$ cat config.mk
export PLATFORM = sky130hd
export DESIGN_NAME = core_uart_tx
export DESIGN_NICKNAME = d
export VERILOG_FILES = /design/src/rtl/core_uart_tx.sv
export SDC_FILE = /design/constraint.sdc
export NUM_CORES = 1
export LEC_CHECK = 0
export ABC_AREA = 1
export CAP_MARGIN = 20
export CORE_ASPECT_RATIO = 1.75
export CORE_UTILIZATION = 55
export DETAILED_ROUTE_END_ITERATION = 6
export PLACE_DENSITY = 0.8
export REMOVE_ABC_BUFFERS = 1
export SETUP_SLACK_MARGIN = 0.3
export SLEW_MARGIN = 20
export SYNTH_ARGS = -nofsm -noshare
export SYNTH_HDL_FRONTEND = slang
export SYNTH_SLANG_ARGS = --single-unit
$ cat constraint.sdc
create_clock -name CLK -period 4.31 [get_ports CLK]
set_input_delay 0.431 -clock CLK [delete_from_list [all_inputs] [get_ports CLK]]
set_output_delay 0.431 -clock CLK [all_outputs]
set_load 0.03 [all_outputs]
$ cat src/rtl/core_uart_tx.sv
// 8N1 UART transmitter fed by a small byte FIFO.
// Bytes are popped only from a registered non-empty FIFO, so each frame is followed by one idle cycle.
module core_uart_tx #(
  parameter int unsigned CLKS_PER_BIT = 868,
  parameter int unsigned FIFO_DEPTH   = 4
) (
  input  logic       CLK,
  input  logic       RST_N,
  input  logic       OUTE,
  input  logic [7:0] OUTDATA,
  output logic       FULL,
  output logic       BUSY,
  output logic       TXD
);

  localparam int unsigned AW = $clog2(FIFO_DEPTH);
  localparam int unsigned CW = $clog2(CLKS_PER_BIT);
  localparam logic [CW-1:0] CntMax = CW'(CLKS_PER_BIT - 1);
  localparam logic [AW:0]   Depth  = (AW + 1)'(FIFO_DEPTH);

  typedef enum logic [1:0] {StIdle, StStart, StData, StStop} state_e;

  state_e        state_q, state_d;
  logic [7:0]    mem [FIFO_DEPTH];
  logic [AW-1:0] wr_ptr_q, rd_ptr_q;
  logic [AW:0]   count_q;
  logic [CW-1:0] cnt_q, cnt_d;
  logic [2:0]    bit_q, bit_d;
  logic [7:0]    shreg_q, shreg_d;
  logic          txd_q, txd_d;
  logic          push, pop, cnt_done;

  assign FULL     = (count_q == Depth);
  assign BUSY     = (count_q != '0) || (state_q != StIdle);
  assign TXD      = txd_q;
  assign push     = OUTE && !FULL;
  assign cnt_done = (cnt_q == CntMax);

  // Storage needs no reset; pointers and occupancy define validity.
  always_ff @(posedge CLK) begin
    if (push) mem[wr_ptr_q] <= OUTDATA;
  end

  always_ff @(posedge CLK or negedge RST_N) begin
    if (!RST_N) begin
      wr_ptr_q <= '0;
      rd_ptr_q <= '0;
      count_q  <= '0;
    end else begin
      if (push) wr_ptr_q <= wr_ptr_q + AW'(1);
      if (pop)  rd_ptr_q <= rd_ptr_q + AW'(1);
      case ({push, pop})
        2'b10:   count_q <= count_q + (AW + 1)'(1);
        2'b01:   count_q <= count_q - (AW + 1)'(1);
        default: count_q <= count_q;
      endcase
    end
  end

  always_ff @(posedge CLK or negedge RST_N) begin
    if (!RST_N) begin
      state_q <= StIdle;
      cnt_q   <= '0;
      bit_q   <= '0;
      shreg_q <= '0;
      txd_q   <= 1'b1;
    end else begin
      state_q <= state_d;
      cnt_q   <= cnt_d;
      bit_q   <= bit_d;
      shreg_q <= shreg_d;
      txd_q   <= txd_d;
    end
  end

  always_comb begin
    state_d = state_q;
    cnt_d   = cnt_q;
    bit_d   = bit_q;
    shreg_d = shreg_q;
    txd_d   = txd_q;
    pop     = 1'b0;
    unique case (state_q)
      StIdle: begin
        cnt_d = '0;
        txd_d = 1'b1;
        if (count_q != '0) begin
          pop     = 1'b1;
          shreg_d = mem[rd_ptr_q];
          state_d = StStart;
          txd_d   = 1'b0;
        end
      end
      StStart: begin
        if (cnt_done) begin
          cnt_d   = '0;
          bit_d   = '0;
          txd_d   = shreg_q[0];
          state_d = StData;
        end else begin
          cnt_d = cnt_q + CW'(1);
        end
      end
      StData: begin
        if (cnt_done) begin
          cnt_d = '0;
          if (bit_q == 3'd7) begin
            txd_d   = 1'b1;
            state_d = StStop;
          end else begin
            bit_d   = bit_q + 3'd1;
            shreg_d = {1'b0, shreg_q[7:1]};
            txd_d   = shreg_q[1];
          end
        end else begin
          cnt_d = cnt_q + CW'(1);
        end
      end
      StStop: begin
        if (cnt_done) begin
          cnt_d   = '0;
          txd_d   = 1'b1;
          state_d = StIdle;
        end else begin
          cnt_d = cnt_q + CW'(1);
        end
      end
      default: state_d = StIdle;
    endcase
  end

endmodule
* Yosys cells after proc, flatten, opt, wreduce, memory -nomap -nowiden
Memories as Yosys holds them, arrays and structs flattened.
Index checks and enable logic that the tools add are counted.
** Storage, ports and cells
- Logic and storage cells :: 70
- Memory bits (writable) :: 32
- Memories kept :: 1
- Flip-flop bits (word level) :: 31
- Output and inout port bits :: 3
** Memory list
- mem :: words 4, width 8, read ports 1, clocked after Yosys merged registers in 0, write ports 1, RTL line 24 : logic [7:0] mem [FIFO_DEPTH];
** Operators by class
- $add $sub $neg :: 6
- Reductions and logical operators :: 14
- Multiplexer cells :: 27
- Equality and inequality tests :: 14
** Operators by type and width (number)
- $mux W8 :: 3
- $pmux W10 S2 :: 1
- $pmux W8 S2 :: 1
- $ne A2 B2 Y1 const B :: 6
- $pmux W3 S2 :: 2
- $add A10 B1 Y10 const B :: 1
- $eq A10 B10 Y1 const B :: 1
- $mux W10 :: 1
- $mux W2 :: 5
- $mux W1 :: 9
- $mux W3 :: 3
- $pmux W2 S4 :: 1
- $reduce_and A4 Y1 :: 2
- $reduce_bool A2 Y1 :: 4
- $add A3 B1 Y3 const B :: 2
- $eq A2 B2 Y1 const B :: 3
- $eq A3 B3 Y1 const B :: 2
- $reduce_and A5 Y1 :: 1
- $add A2 B1 Y2 const B :: 2
- $eq A2 B1 Y1 const B :: 2
- $pmux W1 S4 :: 1
- $reduce_and A3 Y1 :: 1
- $reduce_bool A3 Y1 :: 1
- $reduce_or A3 Y1 :: 1
- 5 further kinds :: 5

* Depth between registers and ports, before layout
Gate-level depths: netlist (run 1).
- Depth in word-level cells :: 5
- Mapped depth :: 10
- Mapped depth without buffers :: 10

* Worst setup path before layout (run 1)
No wires, ideal clock.
- Kind :: register to register
- Start :: register state_q[0]
- End :: register count_q[2]
- Arrival time :: 1.774 ns
- Library setup time :: 0.131 ns
- Slack :: 2.405 ns
- Cell stages (with the launch flop) :: 11
- Required time :: 4.179 ns
- Cells stage by stage :: dfrtp_1 -> inv_1 -> ha_1 -> nand2_1 -> inv_1 -> ha_1 -> inv_1 -> fa_1 -> a21oi_1 -> o21ai_0 -> xor2_1
** Between the ends
- Word-level cells in the longest chain between the ends :: 4
- Elaborated cells between the ends (all ways) :: 6
- Classes of those cells :: 2 x eq/ne; 2 x mux; 2 x reduce/logical
** RTL lines
- start: declaration :: RTL line 23 : state_e state_q, state_d;
- start signal: assignment :: RTL line 62 : state_q <= StIdle;
- start signal: assignment :: RTL line 68 : state_q <= state_d;
- $logic_not A2 Y1 (*) :: RTL line 83 : unique case (state_q)
- $mux W1 (*) :: RTL line 83
- via pop :: RTL line 31 : logic push, pop, cnt_done;
- $eq A2 B1 Y1 or $eq A2 B2 Y1 (tied branches) :: RTL line 52 : case ({push, pop})
- $pmux W3 S2 or $reduce_bool A2 Y1 (tied branches)
- end signal: assignment :: RTL line 53 : 2'b10: count_q <= count_q + (AW + 1)'(1);
- end signal: assignment :: RTL line 54 : 2'b01: count_q <= count_q - (AW + 1)'(1);
- end signal: assignment :: RTL line 55 : default: count_q <= count_q;
- end: declaration :: RTL line 26 : logic [AW:0] count_q;
The timed path passes the listed nets; every way through them passes the cells marked *.
A chain may end at the register's enable or synchronous reset.

* Worst setup path after layout (run 1)
- Start :: register state_q[0]
- End :: output port BUSY
** Between the ends
- Word-level cells in the longest chain between the ends :: 2
** RTL lines
- $reduce_bool A2 Y1 :: RTL line 34 : assign BUSY = (count_q != '0) || (state_q != StIdle);
- $logic_or A1 B1 Y1 :: RTL line 34
- end: declaration :: RTL line 12 : output logic BUSY,
No other way between the ends.

==> impl_metrics.toml, run 1 <==
[sta]
setup_ws_ns = 1.52
min_period_ns = 2.79
holdWs_ns = 0.458
relSlewSlack = 0.479
rsz0062_at_grt = "no"
max_freq_mhz = 359
setup-tns-final_ns = 0
maxSlewViolCount = 0
finalCritPeriodShare = 0.647
finalHoldViolations = 0
final.setup_skew_ns = 0.00718
setup_violations = 0
worst_slew_pin_slew_ns = 0.778

[clock_tree]
clkSinkCount = 63
clk-insertion-delay-late_ns = 0.34
post-cts-setup-buffers = 0
cts_tree = "yes"
clk_path_buf_depth = 2
cts_resized = 0
cts-root-buf = "clkbuf_8"
cts_inserted_buffers = 9
htreeDepth = 3
postCtsHoldBufs = 0
clk_pin_slew_ns = 0.07

[global_route]
grt.met3_usage = 0.0683
grt_antenna_before_repair = 0
grt_first_pass_wirelength_mm = 9.19
grt_pass1_vias = 2090
overflow = 0
grt_use_met2 = 0.388
track_usage = 0.216
grt_max_degree = 32
grtUsageMet1 = 0.225
grt.busiest_layer = "met2"

[setup_path]
worstSetupEndpointType = "output pin"
cp.required_ns = 3.88
cp.arrival_ns = 2.36
worst-setup-path-type = "reg -> out"
cp-start-kind = "register"
cp_max_fo = 11

[routing]
drt_wl_total_mm = 5.09
vias = 2001
drc = 0
ant_nets = 0
dr.pass1.iters = 4
wl_per_cell_um = 12.7
routed_via_density = 4.99
detail_route.iter0.violations = 47

[outcome]
status = "finished clean"

[power_and_ir_drop]
p_per_area_nw_per_um2 = 439
vdd_drop_max_mv = 0.311
power.total_uw = 1490
power.leakage_uw = 0.00152

[die]
dieArea_um2 = 5820
die_x_um = 58.1
ioPinCount = 14
core_area_um2 = 5300
rows = 35
initial_utilization = 0.571
fp.dieH_um = 100

[cells_and_area]
syn_to_final_growth_pct = 12.4
layout_common_cells = "88 x nand2_1, 39 x nand3_1, 32 x edfxtp_1, 30 x dfrtp_1, 27 x inv_1"
final_common_cell = "nand2_1"
fin_util = 0.642
drive_gt1_frac = 0.104
fillCellCount = 445
fin_nets = 347
n_antenna_cell = 0

[run]
maxCapViolCount = 0

[synthesis]
synth_area_um2 = 3030
syn_inst = 304
ys_ff_latch = 63
synth.distinct_cells = 31
yosys_warnings = 0
postSynthAreaPerCell_um2 = 9.96
seq_area_frac_synth = 0.574

[min_path]
min_path_type = "reg -> reg"

[place]
port_buffers = 13
pre_cts_slack_ns = 1.89
hpwl_mm = 3.70
place_congestion = 0.820
sequential cells by signal, indices dropped and copies added, names as in the netlist:
register	flops
TXD	1
state_q	2
shreg_q	8
mem	32
wr_ptr_q	2
bit_q	3
cnt_q	10
rd_ptr_q	2
count_q	3
layer usage:
metal  routed length (um)  part of all wire  up-vias
met5                    0                 0        -
met4                  100             0.020        0
met3                  175             0.034        9
met2                 2910              0.57       30
met1                 1900              0.37      936
li1                     -                 -     1026
metrics by stage:
step                instances  instance area (um2)
floorplan                 297                 2960
global placement          385                 3190
detailed placement        385                 3190
CTS                       401                 3400
global route              401                 3400
finish                    401                 3400
cells in the mapped netlist (all sizes together):
library cell	instances	area share
nand4	2	0.0062
o21ai	8	0.014
dfstp	1	0.0087
clkbuf	1	0.0045
a21oi	5	0.0083
buf	6	0.018
nand2	94	0.12
edfxtp	32	0.32
fa	1	0.0066
nand3	41	0.076
nor3	1	0.0017
a31oi	1	0.0021
dfrtp	30	0.25
xor2	6	0.017
xnor2	2	0.0058
ha	13	0.054
nor3b	3	0.0091
nor2	28	0.041
inv	29	0.037
worst max-delay path, stage by stage (launching register included):
cell	delay, ns
dfrtp_1	0.42
inv_1	0.12
ha_1	0.25
nand4_1	0.47
clkdlybuf4s50_1	0.76
area by class of cell:
| class | instances | area (um2) | area share |
|---|---|---|---|
| sequential | 63 | 1740 | 0.511 |
| clock inverter | 7 | 87.6 | 0.0258 |
| multi-input combinational | 205 | 1110 | 0.326 |
| tap | 74 | 92.6 | 0.0272 |
| timing repair buffer | 14 | 138 | 0.0405 |
| inverter | 29 | 111 | 0.0327 |
| clock buffer | 9 | 124 | 0.0364 |
logic make-up after synthesis:
| kind of cell | after synthesis | share of synthesized area |
|---|---|---|
| AO/OA/AOI/OAI | 14 | 0.0248 |
| XOR/XNOR | 8 | 0.0232 |
| adder cells (fa/ha/maj) | 14 | 0.0604 |
| buffers and inverters | 36 | 0.0591 |
| flip-flops | 63 | 0.574 |
| AND/OR/NAND/NOR | 169 | 0.258 |
report_power, final:
| part | leakage, uW | switching (uW) | internal, uW |
|---|---|---|---|
| Sequential | 0.000672 | 28.6 | 725 |
| Combinational | 0.000743 | 131 | 68.3 |
| Clock | 0.000100 | 221 | 320 |
| Total | 0.00152 | 380 | 1110 |
final timing paths:
| kind | from | end | slack, ns | cells after the start |
|---|---|---|---|---|
| max | state_q[0]$_DFFE_PN0P_ | BUSY | 1.52 | 4 |
| min reg2reg | cnt_q[0]$_DFF_PN0_ | cnt_q[0]$_DFF_PN0_ | 0.46 | 1 |
| max in group asynchronous | RST_N | TXD$_DFFE_PN1P_ | 3.50 | 2 |
| min in group asynchronous | RST_N | state_q[0]$_DFFE_PN0P_ | 0.49 | 2 |
| min | cnt_q[0]$_DFF_PN0_ | cnt_q[0]$_DFF_PN0_ | 0.46 | 1 |
| max reg2reg | state_q[0]$_DFFE_PN0P_ | count_q[2]$_DFFE_PN0P_ | 2.19 | 10 |
(Power assumes the default switching activity.)
==> run 2, diff against run 1 <==
--- a/config.mk
+++ b/config.mk
@@ -8,9 +8,9 @@
 export ABC_AREA = 1
 export CAP_MARGIN = 20
 export CORE_ASPECT_RATIO = 1.75
-export CORE_UTILIZATION = 55
+export CORE_UTILIZATION = 54
 export DETAILED_ROUTE_END_ITERATION = 6
-export PLACE_DENSITY = 0.8
+export PLACE_DENSITY = 0.81
 export REMOVE_ABC_BUFFERS = 1
 export SETUP_SLACK_MARGIN = 0.3
 export SLEW_MARGIN = 20
==> constraint.sdc (replaced) <==
create_clock -name CLK -period 2.34 [get_ports CLK]
set_input_delay 0.234 -clock CLK [delete_from_list [all_inputs] [get_ports CLK]]
set_output_delay 0.234 -clock CLK [all_outputs]
set_load 0.03 [all_outputs]
==> impl_metrics.toml, run 2 (synthesized netlist as in run 1, its figures left out) <==
[sta]
finalHoldViolations = 0
final.setup_skew_ns = 0.0106
worst_slew_pin_slew_ns = 0.630
relSlewSlack = 0.580
setup-tns-final_ns = 0
max_freq_mhz = 508
setup_violations = 0
maxSlewViolCount = 0
rsz0062_at_grt = "yes"
min_period_ns = 1.97
finalCritPeriodShare = 0.841
setup_ws_ns = 0.373

[power_and_ir_drop]
vdd_drop_max_mv = 0.670
power_frac_comb = 0.144
power_frac_seq = 0.492
p_int_uw = 2080
p_clk_frac = 0.364
netSwitchingFraction = 0.259
power.leakage_uw = 0.00158
power.total_uw = 2810
p_sw_uw = 730
p_per_area_nw_per_um2 = 805

[setup_path]
worstReg2RegEnd = "count_q[2]$_DFFE_PN0P_"
worstReg2RegStart = "state_q[1]$_DFFE_PN0P_"
cp.arrival_ns = 2.18
worstRegToRegCells = 10
cp.required_ns = 2.56
cp_max_fo = 5
worst-setup-path-type = "reg -> reg"
reg2reg_slack_ns = 0.37
worstSetupEndpointType = "register"
cp-start-kind = "register"

[die]
core_area_um2 = 5340
initial_utilization = 0.567
dieArea_um2 = 5920
fp.dieH_um = 101
rows = 35
die_x_um = 58.6
ioPinCount = 14

[cells_and_area]
n_antenna_cell = 0
drive_gt1_frac = 0.143
largest-register = "mem"
final_area_um2 = 3490
fin_util = 0.654
fin_nets = 355
final_common_cell = "nand2_1"
top_regs = "mem (32), cnt_q (10), shreg_q (8)"
layout_common_cells = "87 x nand2_1, 39 x nand3_1, 32 x edfxtp_1, 30 x dfrtp_1, 25 x inv_1"
largest_reg_flops = 32
syn_to_final_growth_pct = 15.4

[place]
placed_area_um2 = 3230
port_buffers = 13
hpwl_mm = 3.73
place_congestion = 0.801
pre_cts_slack_ns = 0.248

[run]
maxCapViolCount = 0

[routing]
drt_wl_total_mm = 5.37
routed_via_density = 5.13
wl_per_cell_um = 13.1
drc = 0
ant_nets = 0
detail_route.iter0.violations = 78
vias = 2097
dr.pass1.iters = 4

[global_route]
track_usage = 0.214
grt_antenna_before_repair = 0
overflow = 0
grt_first_pass_wirelength_mm = 9.14
grt_pass1_vias = 2066
grt_max_degree = 32

[clock_tree]
htreeDepth = 3
postCtsHoldBufs = 0
cts_inserted_buffers = 9
cts_tree = "yes"
clk_pin_slew_ns = 0.08
cts-root-buf = "clkbuf_8"
clkSinkCount = 63
clk_path_buf_depth = 2
clk-insertion-delay-late_ns = 0.34

[outcome]
status = "finished clean"

[min_path]
min_path_type = "in -> async"
## run 2: cell type report
cell class	instances	area (um2)
inverters	29	111
flip-flops and latches	63	1740
well taps	74	92.6
clock buffers	9	124
multi-input cells	205	1130
repair buffers	22	199
clock inverters	7	97.6
fillers	438	1850
## run 2: timing repair
action / CTS / global route
resized for setup: 5 / 3
endpoints found under the setup margin: 2 / 2
buffers inserted: 0 / 2
pin swaps: 0 / 0
hold endpoints to repair: 0 / 0
## run 2: power by group through the flow
stage                     registers [uW]  logic, uW  clock network (uW)
after floorplan                     1390        259                   0
after global placement              1400        390                   0
after detailed placement            1410        400                   0
after CTS                           1380        409                1040
after global routing                1400        465                1090
final                               1380        405                1020
## run 2: metrics by stage
stage	hold WS, ns	std cells
after floorplan	-0.0616	297
after global placement	0.443	391
after detailed placement	0.463	391
after CTS	0.293	407
after global routing	0.330	409
final	0.277	409
## run 2: worst max-delay path by stage
stage          cells past startpoint              startpoint                endpoint
2_1_floorplan                     10  state_q[0]$_DFFE_PN0P_  count_q[2]$_DFFE_PN0P_
3_3_place_gp                      10  state_q[0]$_DFFE_PN0P_  count_q[2]$_DFFE_PN0P_
3_5_place_dp                      10  state_q[1]$_DFFE_PN0P_  count_q[2]$_DFFE_PN0P_
4_1_cts                           10  state_q[1]$_DFFE_PN0P_  count_q[2]$_DFFE_PN0P_
5_1_grt                           10  state_q[1]$_DFFE_PN0P_  count_q[2]$_DFFE_PN0P_
6_report                          10  state_q[1]$_DFFE_PN0P_  count_q[2]$_DFFE_PN0P_
## run 2: worst max-delay path, stage by stage, from the launching register on
cell and delay, ns:
dfrtp_1 0.42, inv_2 0.11, ha_4 0.17, nand2_1 0.09, inv_1 0.09, ha_1 0.14, inv_1 0.06, fa_1 0.37
a21oi_1 0.14, o21ai_0 0.11, xor2_1 0.15
## run 2: per-layer routing
layer | global-route usage | up-vias | part of all wire
met5 | 0 | - | 0
met4 | 0.106 | 0 | 0.014
met3 | 0.0552 | 6 | 0.035
met2 | 0.389 | 49 | 0.57
met1 | 0.219 | 997 | 0.38
li1 | - | 1045 | -
==> run 3, diff against run 2 <==
==> constraint.sdc (replaced) <==
create_clock -name CLK -period 1.73 [get_ports CLK]
set_input_delay 0.173 -clock CLK [delete_from_list [all_inputs] [get_ports CLK]]
set_output_delay 0.173 -clock CLK [all_outputs]
set_load 0.03 [all_outputs]
==> impl_metrics.toml, run 3 (synthesized netlist as in run 1, its figures left out) <==
[outcome]
status = "finished, violations left"
violations = "setup timing"

[die]
ioPinCount = 14
initial_utilization = 0.567
rows = 35
fp.dieH_um = 101
core_area_um2 = 5340
die_x_um = 58.6
dieArea_um2 = 5920

[routing]
dr.pass1.iters = 4
detail_route.iter0.violations = 115
vias = 2301
drt_wl_total_mm = 6.63
drc = 0
wl_per_cell_um = 15.0
ant_nets = 0
routed_via_density = 5.21

[cells_and_area]
n_antenna_cell = 0
top_regs = "mem (32), cnt_q (10), shreg_q (8)"
final_common_cell = "nand2_1"
fin_nets = 388
syn_to_final_growth_pct = 32.2
largest-register = "mem"
drive_gt1_frac = 0.364
largest_reg_flops = 32
layout_common_cells = "77 x nand2_1, 32 x edfxtp_1, 30 x dfrtp_1, 27 x nand3_1, 27 x buf_4"
fillCellCount = 359

[sta]
final.setup_skew_ns = 0.0100
finalHoldViolations = 0
relSlewSlack = 0.739
worst_slew_pin_slew_ns = 0.391
setup-tns-final_ns = -0.170
setup_violations = 6
maxSlewViolCount = 0
finalCritPeriodShare = 1.05
setup_ws_ns = -0.0853
holdWs_ns = 0.218
min_period_ns = 1.82
max_freq_mhz = 551
rsz0062_at_grt = "yes"

[place]
pre_cts_slack_ns = -0.183
place_congestion = 0.834
port_buffers = 13
hpwl_mm = 3.88

[clock_tree]
cts-root-buf = "clkbuf_8"
htreeDepth = 3
clk-insertion-delay-late_ns = 0.34
clkSinkCount = 63
clk_path_buf_depth = 2
cts_tree = "yes"
clk_pin_slew_ns = 0.08
cts_inserted_buffers = 9

[setup_path]
cp.arrival_ns = 2.03
crit_top_cell = "inv_2"
crit_buf_inv = 2
critPathTopFamily = "adder cells"
slowest_stage = "dfrtp_1"
worstSetupEndpointType = "register"
cp_max_fo = 4
cp-start-kind = "register"
crit_path_max_incr_delay_ns = 0.40
worst-setup-path-type = "reg -> reg"
cp.required_ns = 1.95
worstPathCellList = "inv_2, nand3_2, nand2_2, ha_4, inv_2, fa_2, a21oi_2, o21ai_2, xor2_1"

[global_route]
grt_max_degree = 32
track_usage = 0.225
grt_pass1_vias = 2236
grt_first_pass_wirelength_mm = 9.66
grt.busiest_layer = "met2"
grtUsageMet1 = 0.231
grt.met3_usage = 0.0501
overflow = 0
grt_antenna_before_repair = 0
grt_use_met2 = 0.414

[min_path]
min_path_type = "in -> async"

[power_and_ir_drop]
p_per_area_nw_per_um2 = 973
vdd_drop_max_mv = 0.779
power.leakage_uw = 0.00174

[run]
maxCapViolCount = 0
-- run 3: changes by cell type in the layout (fill, tap and decap cells not counted), sizes merged --
cell	previous run	this run
dlymetal6s2s	1	0
clkbuf	9	10
clkdlybuf4s50	11	10
bufinv	2	0
dlygate4sd2	1	0
clkinv	3	2
inv	29	32
buf	9	44
-- run 3: timing repair --
action | CTS | global route
buffers inserted | 6 | 11
hold buffers | 0 | 0
endpoints found under the setup margin | 18 | 58
pin swaps | 17 | 25
cloned | 1 | 0
resized for setup | 64 | 49
-- run 3: path summary, 6_finish.rpt --
path	to	slack, ns	depth (start not counted)	from
setup / recovery	count_q[2]$_DFFE_PN0P_	-0.09	9	count_q[1]$_DFFE_PN0P_
hold / removal	state_q[0]$_DFFE_PN0P_	0.22	2	RST_N
setup reg to reg	count_q[2]$_DFFE_PN0P_	-0.09	9	count_q[1]$_DFFE_PN0P_
hold reg to reg	cnt_q[0]$_DFF_PN0_	0.48	1	cnt_q[0]$_DFF_PN0_
max in group asynchronous	TXD$_DFFE_PN1P_	1.18	2	RST_N
min in group CLK	mem[2][7]$_DFFE_PP_	0.46	1	OUTDATA[7]
-- run 3: final cells by class --
class,count,area (um2),share of cell area
Clock buffer,9,124,0.0310
Clock inverter,7,55.1,0.0138
Inverter,29,119,0.0297
Multi-Input combinational cell,205,1370,0.343
Sequential cell,63,1740,0.434
Tap cell,74,92.6,0.0231
Timing Repair Buffer,55,500,0.125
-- run 3: where the power goes --
group,internal (uW),switching [uW],leakage (uW)
combinational,381,487,0.000980
clock,533,612,0.0000866
sequential,1800,78.6,0.000672
total,2720,1180,0.00174
-- run 3: metal layers --
metal | part of all wire | vias up
li1 | - | 1109
met1 | 0.37 | 1121
met2 | 0.57 | 53
met3 | 0.034 | 18
met4 | 0.030 | 0
met5 | 0 | -
-- run 3: metrics by stage --
stage               utilization  cells  total power, uW  instance area, um2
finish                    0.749    442             3890                4000
detailed placement        0.629    408             2540                3360
global route              0.749    442             4080                4000
floorplan                     -    297             2240                2960
global placement          0.629    408             2510                3360
CTS                       0.701    431             3700                3740
